### src/rtl/serial_adder_pkg.sv
// Shared definitions for the bit-serial adder: FSM state encodings and default width.
package serial_adder_pkg;

    typedef enum logic [1:0] {
        IDLE = 2'd0,
        RUN  = 2'd1,
        DONE = 2'd2
    } state_t;

    localparam int DEFAULT_WIDTH = 8;

endpackage

### src/rtl/serial_adder_if.sv
// Operand/result bundle between a requester (master) and the serial adder (slave).
interface serial_adder_if
    import serial_adder_pkg::*;
#(
    parameter int WIDTH = DEFAULT_WIDTH
);

    logic             start;
    logic [WIDTH-1:0] a;
    logic [WIDTH-1:0] b;
    logic             cin;
    logic             busy;
    logic             done;
    logic [WIDTH-1:0] sum;
    logic             cout;

    modport master (
        output start, a, b, cin,
        input  busy, done, sum, cout
    );

    modport slave (
        input  start, a, b, cin,
        output busy, done, sum, cout
    );

endinterface

### src/rtl/serial_adder_fa.sv
// 1-bit full-adder cell used by the serial adder for per-bit arithmetic.
module serial_adder_fa (
    input  logic x,
    input  logic y,
    input  logic cin,
    output logic s,
    output logic cout
);

    assign s    = x ^ y ^ cin;
    assign cout = (x & y) | (x & cin) | (y & cin);

endmodule

### src/rtl/serial_adder.sv
// Bit-serial WIDTH-bit adder: captures operands on start, adds one bit per clock LSB first,
// and pulses done for one cycle when sum/cout are valid.
module serial_adder
    import serial_adder_pkg::*;
#(
    parameter int WIDTH = DEFAULT_WIDTH
) (
    input  logic           clk,
    input  logic           rst_n,
    serial_adder_if.slave  bus
);

    localparam int CW = (WIDTH > 1) ? $clog2(WIDTH) : 1;

    state_t           state;
    state_t           state_next;
    logic [WIDTH-1:0] a_sh;
    logic [WIDTH-1:0] b_sh;
    logic [WIDTH-1:0] sum_sh;
    logic [WIDTH:0]   sum_ext;
    logic             carry;
    logic             cout_q;
    logic [CW-1:0]    cnt;
    logic             fa_s;
    logic             fa_cout;
    logic             load;
    logic             last;

    serial_adder_fa u_fa (
        .x    (a_sh[0]),
        .y    (b_sh[0]),
        .cin  (carry),
        .s    (fa_s),
        .cout (fa_cout)
    );

    assign last    = (cnt == CW'(WIDTH - 1));
    assign sum_ext = {fa_s, sum_sh};

    always_ff @(posedge clk) begin
        if (!rst_n) begin
            state <= IDLE;
        end else begin
            state <= state_next;
        end
    end

    // A new start is accepted from IDLE and also from DONE, giving back-to-back operation.
    always_comb begin
        state_next = state;
        load       = 1'b0;
        case (state)
            IDLE: begin
                if (bus.start) begin
                    load       = 1'b1;
                    state_next = RUN;
                end
            end
            RUN: begin
                if (last) begin
                    state_next = DONE;
                end
            end
            DONE: begin
                if (bus.start) begin
                    load       = 1'b1;
                    state_next = RUN;
                end else begin
                    state_next = IDLE;
                end
            end
            default: state_next = IDLE;
        endcase
    end

    always_ff @(posedge clk) begin
        if (!rst_n) begin
            a_sh   <= '0;
            b_sh   <= '0;
            sum_sh <= '0;
            carry  <= 1'b0;
            cout_q <= 1'b0;
            cnt    <= '0;
        end else if (load) begin
            a_sh  <= bus.a;
            b_sh  <= bus.b;
            carry <= bus.cin;
            cnt   <= '0;
        end else if (state == RUN) begin
            a_sh   <= a_sh >> 1;
            b_sh   <= b_sh >> 1;
            sum_sh <= sum_ext[WIDTH:1];
            carry  <= fa_cout;
            cnt    <= cnt + CW'(1);
            if (last) begin
                cout_q <= fa_cout;
            end
        end
    end

    assign bus.busy = (state == RUN);
    assign bus.done = (state == DONE);
    assign bus.sum  = sum_sh;
    assign bus.cout = cout_q;

endmodule
### src/flat_wrapper.sv
// flat-port wrapper written by rule: the top's interface ports become plain ports
module serial_adder_flat import serial_adder_pkg::*;
#(
    parameter int WIDTH = DEFAULT_WIDTH
)
  (clk, rst_n, bus_start, bus_a, bus_b, bus_cin, bus_busy, bus_done, bus_sum, bus_cout);
  serial_adder_if #(.WIDTH(WIDTH)) bus_i ();
  input  logic clk;
  input  logic rst_n;
  input wire logic [$bits(bus_i.start)-1:0] bus_start;
  input wire logic [$bits(bus_i.a)-1:0] bus_a;
  input wire logic [$bits(bus_i.b)-1:0] bus_b;
  input wire logic [$bits(bus_i.cin)-1:0] bus_cin;
  output wire logic [$bits(bus_i.busy)-1:0] bus_busy;
  output wire logic [$bits(bus_i.done)-1:0] bus_done;
  output wire logic [$bits(bus_i.sum)-1:0] bus_sum;
  output wire logic [$bits(bus_i.cout)-1:0] bus_cout;
  assign bus_i.start = bus_start;
  assign bus_i.a = bus_a;
  assign bus_i.b = bus_b;
  assign bus_i.cin = bus_cin;
  assign bus_busy = bus_i.busy;
  assign bus_done = bus_i.done;
  assign bus_sum = bus_i.sum;
  assign bus_cout = bus_i.cout;
  serial_adder #(.WIDTH(WIDTH)) u_core (.clk(clk), .rst_n(rst_n), .bus(bus_i));
endmodule
### config.mk
export PLATFORM = sky130hd
export DESIGN_NAME = serial_adder_flat
export DESIGN_NICKNAME = d
export VERILOG_FILES = /design/src/rtl/serial_adder_pkg.sv /design/src/rtl/serial_adder_if.sv /design/src/rtl/serial_adder_fa.sv /design/src/rtl/serial_adder.sv /design/src/flat_wrapper.sv
export SDC_FILE = /design/constraint.sdc
export NUM_CORES = 1
export LEC_CHECK = 0
export ABC_AREA = 1
export BUFFER_PORTS_ARGS = -buffer_cell sky130_fd_sc_hd__buf_4
export CAP_MARGIN = 20
export CORE_MARGIN = 5
export CORE_UTILIZATION = 30
export CTS_BUF_LIST = sky130_fd_sc_hd__clkbuf_16
export CTS_CLUSTER_DIAMETER = 60
export DETAILED_ROUTE_END_ITERATION = 7
export SKIP_LAST_GASP = 1
export SLEW_MARGIN = 0
export SYNTH_ARGS = -nofsm -noshare
export SYNTH_HDL_FRONTEND = slang
export SYNTH_SLANG_ARGS = --single-unit
### constraint.sdc
create_clock -name clk -period 3.2 [get_ports clk]
set_clock_uncertainty 0.15 [all_clocks]
set_input_delay 0.32 -clock clk [delete_from_list [all_inputs] [get_ports clk]]
set_output_delay 0.32 -clock clk [all_outputs]
set_load 0.005 [all_outputs]
* Word-level counts from Yosys, hierarchy flattened
Index checks and enable logic that the tools add are counted.
Word-level totals: bits in registers 31
Operators by class: $add $sub $neg 1, equality and inequality tests 5, reductions and logical operators 7, bitwise logic cells 9, multiplexer cells 12
Operators with widths (number):
- 8-bit 2-to-1 mux | 4
- 2-bit case mux with 3 select lines | 1
- 1-bit 2-to-1 mux | 5
- 2-bit 2-to-1 mux | 2
- 2-bit AND reduction | 2
- 2-bit OR reduction | 2
- 3-bit by 1-bit adder with 3-bit output, second input constant | 1
- 1-bit bitwise AND | 3
- 3-bit == test, second input constant | 1
- 3-bit AND reduction | 1
- 2-bit by 1-bit == test with 1-bit output, second input constant | 1
- 2-bit == test, second input constant | 1
- 2-bit logical NOT | 1
- 2-bit by 1-bit != test with 1-bit output, second input constant | 1
- 2-bit != test, second input constant | 1
- 1-bit inverter | 2
- 1-bit bitwise OR | 2
- 2-bit nonzero test | 1
- 1-bit bitwise XOR | 2

* Longest topological paths before layout
depth in word-level cells 5, mapped depth 7

* Cells and area by module
Synthesis repeated with hierarchy kept, for this count alone.
Unflattened totals: cell total of the unflattened synthesis 203, area, all modules 1442.6 µm²
Modules (own cells, without submodules):
- serial_adder | cells an instance 202, times used 1, sequential area each 620.6 µm², area an instance 1422.6 µm²
- serial_adder_fa | cells an instance 1, times used 1, sequential area each 0.0 µm², area an instance 20.0 µm²

* Worst setup path after synthesis
No wires, ideal clock.
path kind register to register, from register u_core.a_sh[0], to register u_core.carry, buffers on the path 0, data required time 2916 ps, arrival 944 ps, cell stages (with the launch flop) 6, period minus slack after synthesis 1228 ps, library setup time 134 ps, slack 1972 ps, cells stage by stage dfxtp_1 > fa_1 > nand3_1 > nand2_1 > inv_1 > a21oi_1
On the way: cells in the longest elaborated chain, start to end 5
Ends and longest elaborated chain:
- start: declaration | RTL line serial_adder.sv:17 | logic [WIDTH-1:0] a_sh;
- start signal: assignment | RTL line serial_adder.sv:85 | a_sh <= bus.a;
- start signal: assignment | RTL line serial_adder.sv:90 | a_sh <= a_sh >> 1;
- 1-bit bitwise AND | RTL line serial_adder_fa.sv:11 | assign cout = (x & y) | (x & cin) | (y & cin);
- 1-bit bitwise OR * (2 in a row) | RTL line serial_adder_fa.sv:11
- net u_core.fa_cout | RTL line serial_adder.sv:25 | logic fa_cout;
- 1-bit 2-to-1 mux * | RTL line serial_adder.sv:89 | end else if (state == RUN) begin
- 1-bit 2-to-1 mux * | RTL line serial_adder.sv:84 | end else if (load) begin
- end signal: assignment | RTL line serial_adder.sv:87 | carry <= bus.cin;
- end signal: assignment | RTL line serial_adder.sv:93 | carry <= fa_cout;
- end: declaration | RTL line serial_adder.sv:21 | logic carry;
The timed path passes the listed nets; every way through them passes the cells marked *. The select of a mux whose other input is x is not followed. A chain may end at the register's enable or synchronous reset.

* Worst setup path after layout
from register u_core.state[0], to output bus_busy
On the way: cells in the longest elaborated chain, start to end 1
Ends and longest elaborated chain:
- start: declaration | RTL line serial_adder.sv:15 | state_t state;
- start signal: assignment | RTL line serial_adder.sv:44 | state <= state_next;
- 2-bit by 1-bit == test with 1-bit output | RTL line serial_adder.sv:101 | assign bus.busy = (state == RUN);
- end: declaration | RTL line flat_wrapper.sv:14 | output wire logic [$bits(bus_i.busy)-1:0] bus_busy;
Every way passes these cells.

==> parameters.txt <==
Parameter                              Value

Yosys
  Post-synthesis area per instance ... 7.743 µm²
  Part of the Yosys area used for sequential elements ... 41.96%
  Cell area after technology mapping ... 1479 µm²
  Commonest cells post-synth ... nand3_1, dfxtp_1, nand2_1, nor2_1, inv_1
  Most used flip-flop cell after synthesis ... dfxtp_1
  Number of distinct library cell variants in the gate-level netlist after synthesis ... 25
  Count leader, synth ... nand3_1
  Async S/R FF share, synth ... 0%
  Ys Warns ... 0
  Library cell with the largest summed area after synthesis ... dfxtp_1
  Seq cells post-synth ... 31
  Post-Syn Nets ... 214
  Synth Instances ... 191
  Count of flip-flops with a built-in enable after synthesis ... 0
  Portion of synthesized cell area occupied by the leading cell type ... 41.96%
  Top area cells in the synthesized netlist ... dfxtp_1, nand3_1, nand2_1, a21oi_1, nor2_1

GRT
  Pin count of the biggest net entering global routing ... 30
  Number of antenna violations at the first check in global routing ... 0
  Global-route total usage across every layer ... 12.15%
  Number of global-route vias before repair ... 1376
  First-pass GRT wire length ... 6044 µm
  Gr ovfl total ... 0

Floorplan
  Width of the die ... 80.21 µm
  Io pins ... 31
  Y dimension of the die ... 80.21 µm
  Core Area ... 4755 µm²
  Die footprint ... 6434 µm²
  Row count ... 25
  Starting density of the core ... 31.11%

Setup path
  Critical path buffer and inverter count ... 2
  Delay of the slowest critical-path stage ... 0.79 ns
  Register-to-register setup slack ... 1.21 ns
  Startpoint of the most critical register-to-register path ... u_core.state[0]
  Worst setup SP type ... flip-flop
  Worst-path cell chain ... inv_6 -> nor2_4 -> buf_4
  Top fanout value on the critical path ... 18
  Number of cell instances on the worst register-to-register path ... 3
  Type of element capturing the critical path ... output pin
  Worst EP required ... 2.73 ns
  Crit path max-delay cell type ... dfxtp_1
  Number of cells on the critical path ... 3
  Crit path launch ... u_core.state[0]
  Capture point of the critical path ... bus_busy
  Crit Path Class ... reg -> out
  Data arrival at the endpoint of the critical path ... 1.72 ns
  Critical register-to-register path endpoint ... u_core.bus.sum[7]
  CP delay by family, top ... flip-flops

Route
  First-pass DRT Iterations ... 4
  Number of vias per cell ... 4.544
  Drc violations ... 0
  Initial DRC Count ... 80
  Wire length per cell after detailed routing ... 11.87 µm
  Overall via count from detail_route ... 1286
  Total Routed Length ... 3359 µm
  Antenna-violating nets left ... 0

STA
  Final setup violation count ... 0
  RSZ-0062 raised after global routing ... false
  Max frequency ... 456.1 MHz
  Hold Slack ... 0.1681 ns
  Slew HR ... 50.94%
  Fin crit share ... 68.51%
  Setup TNS ... 0 ns
  Max-slew violations ... 0
  Hold Violations, Final ... 0
  Minimum clock period ... 2.192 ns
  Worst Tran Pin Value ... 0.7349 ns

Cells and area
  Total Nets Final ... 238
  Multi-input logic area ... 673.1 µm²
  P&R area growth vs syn ... 22.76%
  Fraction of final layout cells with drive strength greater than 1 ... 22.22%
  Fin area ... 1815 µm²
  Fin cells ... 283
  Sequential Area ... 620.6 µm²
  Number of filler instances in the final layout ... 527
  Count of inserted antenna diode cells ... 0

Clocking
  Post CTS Setup Buffer Count ... 0
  H-tree level count ... 2
  CTS Hold Bufs ... 0
  Clock insertion delay at the later pin of the skew report ... 0.27 ns
  Num CTS Buffers ... 5
  Clock slew seen by the registers of the worst setup and hold paths ... 0.05 ns
  Buffer depth of the longest clock path ... 2
  Resize count post-CTS ... 0
  Clock tree sinks ... 31
  Clock Tree Root ... clkbuf_16
  TritonCTS clock tree ... built

Placement
  Final weighted congestion in routability-driven placement ... 0.6846
  Number of I/O port buffers ... 30
  Number of placed instances, taps included ... 275
  Placed Instance Area ... 1679 µm²
  Post-DP HPWL ... 2209 µm

Power
  Logic pwr share ... 12.8%
  Fraction of power consumed by sequential logic ... 43.3%
  Peak supply drop ... 249.7 µV
  Total power density per cell area ... 553.3 nW/µm²
  P_int ... 0.7501 mW
  Switching power of the nets ... 0.2543 mW
  Switching power share of the total ... 25.32%
  Clock network fraction of total power ... 43.9%
  Static leakage ... 0.7988 nW

Status
  Outcome ... finished clean

Run
  Number of max-cap violations ... 0

Worst hold path
  Type of the tightest min-delay check ... in -> reg
[worst register-to-register path, delay by kind of cell, from the launching register on]
kind | cells | cell delay (ns)
compound gates | 1 | 0.33
flops | 1 | 0.79
simple gates | 2 | 0.61
[through the flow]
| stage | power [mW] | util [%] | worst slack [ns] |
|---|---|---|---|
| after floorplan | 0.5357 | - | 1.972 |
| after global placement | 0.5718 | 35.32 | 1.277 |
| after detailed placement | 0.5728 | 35.32 | 1.234 |
| after CTS | 1.021 | 38.18 | 0.9953 |
| after global routing | 1.057 | 38.18 | 0.8905 |
| final | 1.004 | 38.18 | 1.008 |
[kinds of logic (layout without fill, tap and decap cells)]
group	Yosys count	in the layout	share of synthesized area, %
xor gates and xnor gates	1	1	0.5923
AOI/OAI and AO/OA	28	28	10.66
adders and majority gates	3	3	3.045
buffers and inverters	32	57	12.52
and+or+nand+nor	96	96	31.22
DFF	31	31	41.96
[layout make-up]
type | count | area share, %
multi-input cells | 128 | 37.08
flip-flops and latches | 31 | 34.18
repair buffers | 30 | 12.41
clock buffers | 5 | 6.892
well taps | 67 | 4.618
inverters | 19 | 4.204
clock inverters | 3 | 0.6203
[state kept, by name (all words and copies together) (netlist names)]
register         flops
u_core.bus.cout      1
u_core.bus.sum       8
u_core.a_sh          8
u_core.cnt           3
u_core.carry         1
u_core.b_sh          8
u_core.state         2
[layer usage]
metal  part of all wire, %  wire, µm  vias to the layer above  GRT usage, %
li1                      -         -                      672             -
met1                    45      1526                      587         12.87
met2                    47      1594                       22         20.70
met3                   5.2       174                        5         4.933
met4                   1.9        64                        0         6.081
met5                     0         0                        -             0
[worst min path at each step]
stage | from | to | slack, ns | cells past startpoint
global route | bus_a[7] | u_core.a_sh[7] | 0.17 | 3
detailed placement | u_core.a_sh[7] | u_core.a_sh[7] | 0.32 | 2
floorplan | u_core.a_sh[7] | u_core.a_sh[7] | 0.30 | 2
finish | bus_b[7] | u_core.b_sh[7] | 0.17 | 3
CTS | bus_a[7] | u_core.a_sh[7] | 0.16 | 3
global placement | u_core.cnt[2] | u_core.cnt[2] | 0.31 | 2
[power by group through the flow]
stage | combinational, mW | sequential, mW | clock (mW)
2_1_floorplan | 0.102 | 0.434 | 0
3_3_place_gp | 0.130 | 0.442 | 0
3_5_place_dp | 0.131 | 0.442 | 0
4_1_cts | 0.131 | 0.435 | 0.455
5_1_grt | 0.149 | 0.438 | 0.471
6_report | 0.129 | 0.435 | 0.441
[cell usage in the layout, fill, tap and decap left out, drive strengths merged, types with 2 or more instances in the layout]
master / Yosys / routed
nand3: 48 / 48
dfxtp: 31 / 31
buf: 11 / 30
nand2: 27 / 27
nor2: 21 / 21
inv: 18 / 19
a21oi: 19 / 19
o21ai: 8 / 8
clkbuf: 2 / 5
clkinv: 1 / 3
ha: 2 / 2
Power figures use the tool's default switching activity.
